### src/rtl/ctr_pkg.sv
// Shared definitions for the multi-mode timer/counter: mode codes and FSM state encoding.
package ctr_pkg;

    localparam logic [1:0] MODE_WRAP    = 2'b00;
    localparam logic [1:0] MODE_SAT     = 2'b01;
    localparam logic [1:0] MODE_ONESHOT = 2'b10;

    typedef enum logic [1:0] {
        ST_IDLE = 2'b00,
        ST_RUN  = 2'b01,
        ST_DONE = 2'b10
    } state_t;

endpackage

### src/rtl/timer_counter_if.sv
// Control/status bundle between the core's peripheral side and the timer_counter block.
interface timer_counter_if #(
    parameter int WIDTH      = 8,
    parameter int PRESCALE_W = 4
);
    logic                  en;
    logic                  clr;
    logic                  load;
    logic [WIDTH-1:0]      load_val;
    logic                  dir;
    logic [1:0]            mode;
    logic [WIDTH-1:0]      limit;
    logic [PRESCALE_W-1:0] prescale;
    logic [WIDTH-1:0]      out;
    logic                  tc;
    logic                  done;
    logic                  busy;

    modport master (
        output en, clr, load, load_val, dir, mode, limit, prescale,
        input  out, tc, done, busy
    );

    modport slave (
        input  en, clr, load, load_val, dir, mode, limit, prescale,
        output out, tc, done, busy
    );
endinterface

### src/rtl/ctr_prescaler.sv
// Programmable divider: emits one tick every prescale+1 running cycles, frozen while not running.
module ctr_prescaler #(
    parameter int PRESCALE_W = 4
) (
    input  logic                  clk,
    input  logic                  reset,
    input  logic                  run,
    input  logic                  restart,
    input  logic [PRESCALE_W-1:0] prescale,
    output logic                  tick
);
    localparam logic [PRESCALE_W-1:0] ONE = {{(PRESCALE_W-1){1'b0}}, 1'b1};

    logic [PRESCALE_W-1:0] pre_cnt;

    // >= so that shrinking prescale below the current count still fires on the next compare
    assign tick = run && (pre_cnt >= prescale);

    always_ff @(posedge clk or negedge reset) begin
        if (!reset) begin
            pre_cnt <= '0;
        end else if (restart) begin
            pre_cnt <= '0;
        end else if (run) begin
            pre_cnt <= tick ? '0 : pre_cnt + ONE;
        end
    end
endmodule

### src/rtl/timer_counter.sv
// Multi-mode up/down timer/counter with prescaler, wrap/saturate/one-shot modes and terminal-count pulse.
module timer_counter
    import ctr_pkg::*;
#(
    parameter int WIDTH      = 8,
    parameter int PRESCALE_W = 4
) (
    input  logic           clk,
    input  logic           reset,
    timer_counter_if.slave bus
);
    localparam logic [WIDTH-1:0] ONE = {{(WIDTH-1){1'b0}}, 1'b1};

    state_t           state;
    state_t           next_state;
    logic [WIDTH-1:0] cnt;
    logic             tc_q;
    logic             sat;
    logic             tick;
    logic             run;
    logic             restart;
    logic             at_bound;
    logic             oneshot_hit;

    // Counting happens whenever enabled and not finished, so pausing en costs exactly the paused cycles
    assign run         = bus.en && (state != ST_DONE);
    assign restart     = bus.clr || bus.load;
    assign at_bound    = bus.dir ? (cnt >= bus.limit) : (cnt == '0);
    assign oneshot_hit = tick && at_bound && (bus.mode == MODE_ONESHOT);

    ctr_prescaler #(
        .PRESCALE_W(PRESCALE_W)
    ) u_prescaler (
        .clk      (clk),
        .reset    (reset),
        .run      (run),
        .restart  (restart),
        .prescale (bus.prescale),
        .tick     (tick)
    );

    always_ff @(posedge clk or negedge reset) begin
        if (!reset) begin
            state <= ST_IDLE;
        end else begin
            state <= next_state;
        end
    end

    always_comb begin
        next_state = state;
        if (bus.clr) begin
            next_state = ST_IDLE;
        end else if (bus.load) begin
            next_state = bus.en ? ST_RUN : ST_IDLE;
        end else if (oneshot_hit) begin
            next_state = ST_DONE;
        end else if (state != ST_DONE) begin
            next_state = bus.en ? ST_RUN : ST_IDLE;
        end
    end

    always_comb begin
        bus.busy = 1'b0;
        bus.done = 1'b0;
        case (state)
            ST_RUN:  bus.busy = 1'b1;
            ST_DONE: bus.done = 1'b1;
            default: ;
        endcase
    end

    // sat remembers that the saturate boundary already produced its tc pulse
    always_ff @(posedge clk or negedge reset) begin
        if (!reset) begin
            cnt  <= '0;
            tc_q <= 1'b0;
            sat  <= 1'b0;
        end else begin
            tc_q <= 1'b0;
            if (bus.clr) begin
                cnt <= '0;
                sat <= 1'b0;
            end else if (bus.load) begin
                cnt <= bus.load_val;
                sat <= 1'b0;
            end else begin
                if (tick) begin
                    if (at_bound) begin
                        case (bus.mode)
                            MODE_SAT: begin
                                if (!sat) begin
                                    tc_q <= 1'b1;
                                end
                                sat <= 1'b1;
                            end
                            MODE_ONESHOT: begin
                                tc_q <= 1'b1;
                            end
                            default: begin
                                cnt  <= bus.dir ? '0 : bus.limit;
                                tc_q <= 1'b1;
                            end
                        endcase
                    end else begin
                        cnt <= bus.dir ? cnt + ONE : cnt - ONE;
                    end
                end
                if (!at_bound) begin
                    sat <= 1'b0;
                end
            end
        end
    end

    assign bus.out = cnt;
    assign bus.tc  = tc_q;
endmodule

### src/flat_wrapper.sv
// flat-port wrapper written by rule: the top's interface ports become plain ports
module timer_counter_flat import ctr_pkg::*;
#(
    parameter int WIDTH      = 8,
    parameter int PRESCALE_W = 4
)
  (clk, reset, bus_en, bus_clr, bus_load, bus_load_val, bus_dir, bus_mode, bus_limit, bus_prescale, bus_out, bus_tc, bus_done, bus_busy);
  timer_counter_if #(.WIDTH(WIDTH), .PRESCALE_W(PRESCALE_W)) bus_i ();
  input  logic clk;
  input  logic reset;
  input wire logic [$bits(bus_i.en)-1:0] bus_en;
  input wire logic [$bits(bus_i.clr)-1:0] bus_clr;
  input wire logic [$bits(bus_i.load)-1:0] bus_load;
  input wire logic [$bits(bus_i.load_val)-1:0] bus_load_val;
  input wire logic [$bits(bus_i.dir)-1:0] bus_dir;
  input wire logic [$bits(bus_i.mode)-1:0] bus_mode;
  input wire logic [$bits(bus_i.limit)-1:0] bus_limit;
  input wire logic [$bits(bus_i.prescale)-1:0] bus_prescale;
  output wire logic [$bits(bus_i.out)-1:0] bus_out;
  output wire logic [$bits(bus_i.tc)-1:0] bus_tc;
  output wire logic [$bits(bus_i.done)-1:0] bus_done;
  output wire logic [$bits(bus_i.busy)-1:0] bus_busy;
  assign bus_i.en = bus_en;
  assign bus_i.clr = bus_clr;
  assign bus_i.load = bus_load;
  assign bus_i.load_val = bus_load_val;
  assign bus_i.dir = bus_dir;
  assign bus_i.mode = bus_mode;
  assign bus_i.limit = bus_limit;
  assign bus_i.prescale = bus_prescale;
  assign bus_out = bus_i.out;
  assign bus_tc = bus_i.tc;
  assign bus_done = bus_i.done;
  assign bus_busy = bus_i.busy;
  timer_counter #(.WIDTH(WIDTH), .PRESCALE_W(PRESCALE_W)) u_core (.clk(clk), .reset(reset), .bus(bus_i));
endmodule
### config.mk
export PLATFORM = sky130hd
export DESIGN_NAME = timer_counter_flat
export DESIGN_NICKNAME = d
export VERILOG_FILES = /design/src/rtl/ctr_pkg.sv /design/src/rtl/timer_counter_if.sv /design/src/rtl/ctr_prescaler.sv /design/src/rtl/timer_counter.sv /design/src/flat_wrapper.sv
export SDC_FILE = /design/constraint.sdc
export NUM_CORES = 1
export LEC_CHECK = 0
export BUFFER_PORTS_ARGS = -buffer_cell sky130_fd_sc_hd__buf_2
export CORE_UTILIZATION = 27
export CTS_CLUSTER_DIAMETER = 60
export DETAILED_ROUTE_END_ITERATION = 10
export PLACE_DENSITY_LB_ADDON = 0.3
export SYNTH_ARGS = -nofsm -noshare
export SYNTH_HDL_FRONTEND = slang
export SYNTH_SLANG_ARGS = --single-unit
### constraint.sdc
create_clock -name clk -period 2.6 [get_ports clk]
set_clock_uncertainty 0.1 [all_clocks]
set_input_delay 0 -clock clk [delete_from_list [all_inputs] [get_ports clk]]
set_output_delay 0 -clock clk [all_outputs]
set_load 0.1 [all_outputs]
=== Word-level counts from Yosys, hierarchy flattened ===
Index checks and enable logic that the tools add are counted.

* Memories: 0
* Bits in latches: 0
* RAM bits: 0
* Output and inout bits: 11
* Bits in read-only memories: 0
* Bits of input ports: 28
* Register bits after elaboration: 16
* Logic and storage cells: 59

* Divide/modulo/power cells: 0
* Shift operators: 0
* Multiply operators: 0
* $add $sub $neg: 3
* Reduce and logical (&&, ||, !) cells: 12
* Mux-type cells: 29
* Magnitude comparators: 2
* Bitwise logic cells: 0
* Equal/unequal tests: 8

{| class="wikitable"
|+ Operators by type and width
! kind !! number
|-
| $mux W8 || 7
|-
| $mux W1 || 15
|-
| $mux W4 || 3
|-
| $add A8 B1 Y8 const B || 1
|-
| $ge A8 B8 Y1 || 1
|-
| $logic_not A8 Y1 || 1
|-
| $mux W2 || 4
|-
| $ne A4 B4 Y1 const B || 2
|-
| $sub A8 B1 Y8 const B || 1
|-
| $add A4 B1 Y4 const B || 1
|-
| $eq A2 B1 Y1 const B || 2
|-
| $eq A2 B2 Y1 const B || 2
|-
| $ge A4 B4 Y1 || 1
|-
| $logic_and A1 B1 Y1 || 4
|-
| $ne A4 B3 Y1 const B || 1
|-
| $reduce_and A2 Y1 || 2
|-
| $reduce_bool A4 Y1 || 1
|-
| $reduce_bool A3 Y1 || 1
|-
| $ne A2 B2 Y1 const B || 1
|-
| $reduce_bool A2 Y1 || 1
|-
| $reduce_or A2 Y1 || 1
|-
| $logic_or A1 B1 Y1 || 1
|}

=== Logic depth before layout (Yosys ltp) ===
* Word-level depth: 8
* Gate-level depth with buffers: 10
* Gate-level depth less buffers: 8

=== Modules after synthesis ===
From an unflattened synthesis, not the netlist that was laid out.

* Cell total of the unflattened synthesis: 189
* Area total of the unflattened synthesis: 1716.6 µm²

{| class="wikitable"
|+ Modules (own cells, without submodules)
! module !! cells each !! area an instance (µm²) !! seq. area each (µm²) !! times used
|-
| timer_counter || 154 || 1375.1 || 300.3 || 1
|-
| ctr_prescaler || 35 || 341.6 || 100.1 || 1
|}

=== Worst setup path before layout ===
No wires, ideal clock.

* Path kind: flip-flop to flip-flop
* From: register u_core.cnt[6], in the netlist u_core.bus.out[6]
* To: register u_core.cnt[4], in the netlist u_core.bus.out[4]
* Data required time: 2396 ps
* Setup time: 104 ps
* Slack: -555 ps
* Arrival: 2952 ps
* Clock period less this slack: 3155 ps
* Buffers on the path: 2
* Cell stages (with the launch flop): 10
* Path through: dfrtp_1 ha_1 a21oi_1 nor2b_1 or4_1 buf_2 o21a_4 or2_1 buf_6 o41ai_2

* Cells in the longest elaborated chain, start to end: 6
* Elaborated cells on any way between the ends: 9
* Those cells by class: order compare: 1; eq/ne: 1; mux: 5; reduce/logical: 2

{| class="wikitable"
|+ Ends and longest elaborated chain
! item !! line !! source
|-
| from (decl) || timer_counter.sv:16 || <nowiki>logic [WIDTH-1:0] cnt;</nowiki>
|-
| from (signal assigned) || timer_counter.sv:85 || <nowiki>cnt <= bus.load_val;</nowiki>
|-
| from (signal assigned) || timer_counter.sv:101 || <nowiki>cnt <= bus.dir ? '0 : bus.limit;</nowiki>
|-
| from (signal assigned) || timer_counter.sv:106 || <nowiki>cnt <= bus.dir ? cnt + ONE : cnt - ONE;</nowiki>
|-
| $ge A8 B8 Y1 or $logic_not A8 Y1 (tied branches) || timer_counter.sv:28 || <nowiki>assign at_bound = bus.dir ? (cnt >= bus.limit) : (cnt == '0);</nowiki>
|-
| $mux W1 * || timer_counter.sv:28 ||
|-
| $mux W8 || timer_counter.sv:89 || <nowiki>if (at_bound) begin</nowiki>
|-
| $mux W8 || timer_counter.sv:88 || <nowiki>if (tick) begin</nowiki>
|-
| $mux W8 || timer_counter.sv:84 || <nowiki>end else if (bus.load) begin</nowiki>
|-
| $mux W8 || timer_counter.sv:81 || <nowiki>if (bus.clr) begin</nowiki>
|}

Every way passes the cells marked *; elsewhere a longest branch is shown, timed or not. The select of a mux whose other input is x is not followed.
A chain may end at the register's enable or synchronous reset.

=== Worst setup path after layout ===
Ends and elaborated chain as after synthesis.

==> impl_metrics.tcl <==
set metrics [dict create \
    cp_max_fo 8 \
    clk_pin_slew_ns 0.06 \
    die_area_um2 5870 \
    worst_slew_pin_slew_ns 0.562 \
    nets 277 \
    start_util_pct 28.7 \
    critPathLaunchType "flop" \
    synth_seq_area_share_pct 26.6 \
    worst_path_max_delay_cell "or4_4" \
    met3_usage_pct 3.23 \
    synth_edf_count 0 \
    dp_hpwl_um 3290 \
    p_leak_uw 0.000960 \
    fin_util_pct 37.8 \
    worstSetupPathType "flop to flop" \
    grt_usage_pct 14.6 \
    cts-root-buf "clkbuf_8" \
    die_w_um 76.6 \
    crit_buf_inv 0 \
    layoutNonFillerInstCount 296 \
    p_total_uw 1060 \
    drive_gt1_share_pct 30.5 \
    netlist_instances 175 \
    critical-path-top-delay-family "simple AND/OR/NAND/NOR gates" \
    fmax_ghz 0.405 \
    synthesis.area_um2 1500 \
    portBuffers 38 \
    cp-end-kind "flop" \
    std_cell_rows 26 \
    min_path_type "primary input to flop" \
    path_cells "ha_4, a21oi_1, nor2b_1, or4_4, o21a_4, or2_4, o41ai_2" \
    required_ns 2.65 \
    setup_tns_ns 0 \
    die_h_um 76.6 \
    routabilityCongestion 0.778 \
    synth.avg_cell_area_um2 8.59 \
    p_per_area_nw_per_um2 536 \
    reg2reg_depth 7 \
    synth_seq_cells 16 \
    grt_max_degree 17 \
    maxCapViolations 0 \
    ys_types 43 \
    io_pins 39 \
    nFillCells 551 \
    synth_top_flop_cell "dfrtp_1" \
    async_flop_share_pct 100 \
    drv_slew 0 \
    grt_busiest_layer "met2" \
    multiInputGateArea_um2 1030 \
    htreeDepth 1 \
    routed_wl_um 4040 \
    dp.cells 286 \
    clkSinkCount 16 \
    grt_pass1_vias 1472 \
    vdd_drop_max_v 0.000188 \
    synthesis.nets 225 \
    grt_pass1_wl_um 7030 \
    worstSetupPathDepth 7 \
    tritoncts "done" \
    cts_buffer_depth 2 \
    first_iter_violations 68 \
    via_count 1465 \
    rsz0062_at_grt "true" \
    ant_nets 0 \
    max_stage_delay_ns 0.51 \
    grt_overflow 0 \
    period_share_pct 95.0 \
    slew_headroom_pct 62.3 \
    post-route-min-period_ns 2.47 \
    final_hold_viol_count 0 \
    clock_latency_ns 0.25 \
    drt-wirelength-per-cell_um 13.6 \
    grtUsageMet1_pct 20.4 \
    yosys_warnings 0 \
    antenna_found_initial 0 \
    worstPathArrival_ns 2.51 \
    diodes 0 \
    finalSetupViolCount 0 \
    hold_path_depth 3 \
    firstDrtPassIters 4 \
    status "complete, no violations" \
    core_um2 5240 \
    cts_buffers 3 \
    area_growth_pct 31.9 \
    regArea_um2 423 \
    vias_per_cell 4.95 \
    grtUsageMet2_pct 24.1 \
    drcViolationCount 0 \
]
## cell families (layout without fill, tap and decap cells)
| group | after synthesis | count (layout) | share of synthesized area [%] |
|---|---|---|---|
| compound gates | 58 | 58 | 27.0 |
| xor+xnor | 9 | 9 | 5.25 |
| fa+ha+maj | 22 | 22 | 18.8 |
| buf+inv | 24 | 75 | 6.83 |
| flops | 16 | 16 | 26.6 |
| mux | 1 | 1 | 0.666 |
| simple gates | 45 | 45 | 14.8 |
## cell usage in the layout (no fill, tap or decap), types with 6 or more instances in the layout
cell | netlist | layout
inv_1 | 18 | 18
o31ai_1 | 7 | 7
buf_2 | 1 | 38
dlygate4sd3_1 | 0 | 6
ha_1 | 21 | 19
o21ai_0 | 15 | 15
dfrtp_1 | 16 | 8
a21oi_1 | 11 | 11
nor2_1 | 14 | 14
buf_4 | 1 | 8
nor3_1 | 6 | 6
## worst reg2reg max path, stage by stage, from the launching register on
cell	delay, ns
dfrtp_4	0.50
ha_4	0.22
a21oi_1	0.16
nor2b_1	0.06
or4_4	0.51
o21a_4	0.23
or2_4	0.27
o41ai_2	0.30
## layer usage
| layer | up-vias | part of all wire (%) |
|---|---|---|
| li1 | 744 | - |
| met1 | 686 | 50 |
| met2 | 35 | 45 |
| met3 | 0 | 5.0 |
| met4 | 0 | 0 |
| met5 | - | 0 |
## through the flow
step / setup slack [ns] / area, µm² / hold slack, ns
2_1_floorplan: -0.104 / 1550 / -0.396
3_3_place_gp: 0.0415 / 1860 / -0.163
3_5_place_dp: 0.0342 / 1860 / -0.166
4_1_cts: 0.0108 / 1970 / 0.00490
5_1_grt: -0.0251 / 1980 / 0.0522
6_report: 0.131 / 1980 / 0.00526
## report_power, final
group          internal, µW  switching [µW]  leakage (µW)
clock                   134            83.5     0.0000288
sequential              279            31.6      0.000202
combinational           188             346      0.000729
total                   602             461      0.000960
## final cells by class
type / instances / share of cell area [%]
multi-input cells: 135 / 52.2
repair buffers: 52 / 15.7
inverters: 19 / 3.60
flip-flops and latches: 16 / 21.3
clock buffers: 4 / 2.78
well taps: 70 / 4.42
## worst paths after layout
check                             startpoint                            end  slack (ns)
setup / recovery           u_core.bus.out[6]              u_core.bus.out[4]        0.13
hold / removal               bus_load_val[1]              u_core.bus.out[1]       0.005
setup reg to reg           u_core.bus.out[6]              u_core.bus.out[4]        0.13
hold reg to reg                   u_core.sat                  u_core.bus.tc        0.39
max in group asynchronous              reset              u_core.bus.out[7]        2.00
min in group asynchronous              reset  u_core.u_prescaler.pre_cnt[3]        0.10
## sequential cells by signal, indices dropped and copies added (netlist names)
signal / cells
u_core.u_prescaler.pre_cnt: 4
u_core.state: 2
u_core.bus.out: 8
u_core.bus.tc: 1
u_core.sat: 1
## Yosys cell counts, types with 4 or more instances
| library cell | count | area [µm²] |
|---|---|---|
| ha_1 | 21 | 263 |
| inv_1 | 18 | 67.6 |
| dfrtp_1 | 16 | 400 |
| o21ai_0 | 15 | 75.1 |
| nor2_1 | 14 | 52.6 |
| a21oi_1 | 11 | 55.1 |
| o31ai_1 | 7 | 52.6 |
| nor3_1 | 6 | 30.0 |
| a221oi_1 | 5 | 43.8 |
| nand2_1 | 5 | 18.8 |
| nand2b_1 | 5 | 31.3 |
| xnor2_1 | 5 | 43.8 |
| nand3_1 | 4 | 20.0 |
| xor2_1 | 4 | 35.0 |
## repair_timing
| action | CTS | global route |
|---|---|---|
| hold buffers | 6 | 0 |
| setup endpoints to repair | 0 | 10 |
| gates resized for setup | 0 | 3 |
| buffers inserted | 0 | 0 |
| endpoints found under the hold margin | 20 | 0 |
(Power assumes the default switching activity.)
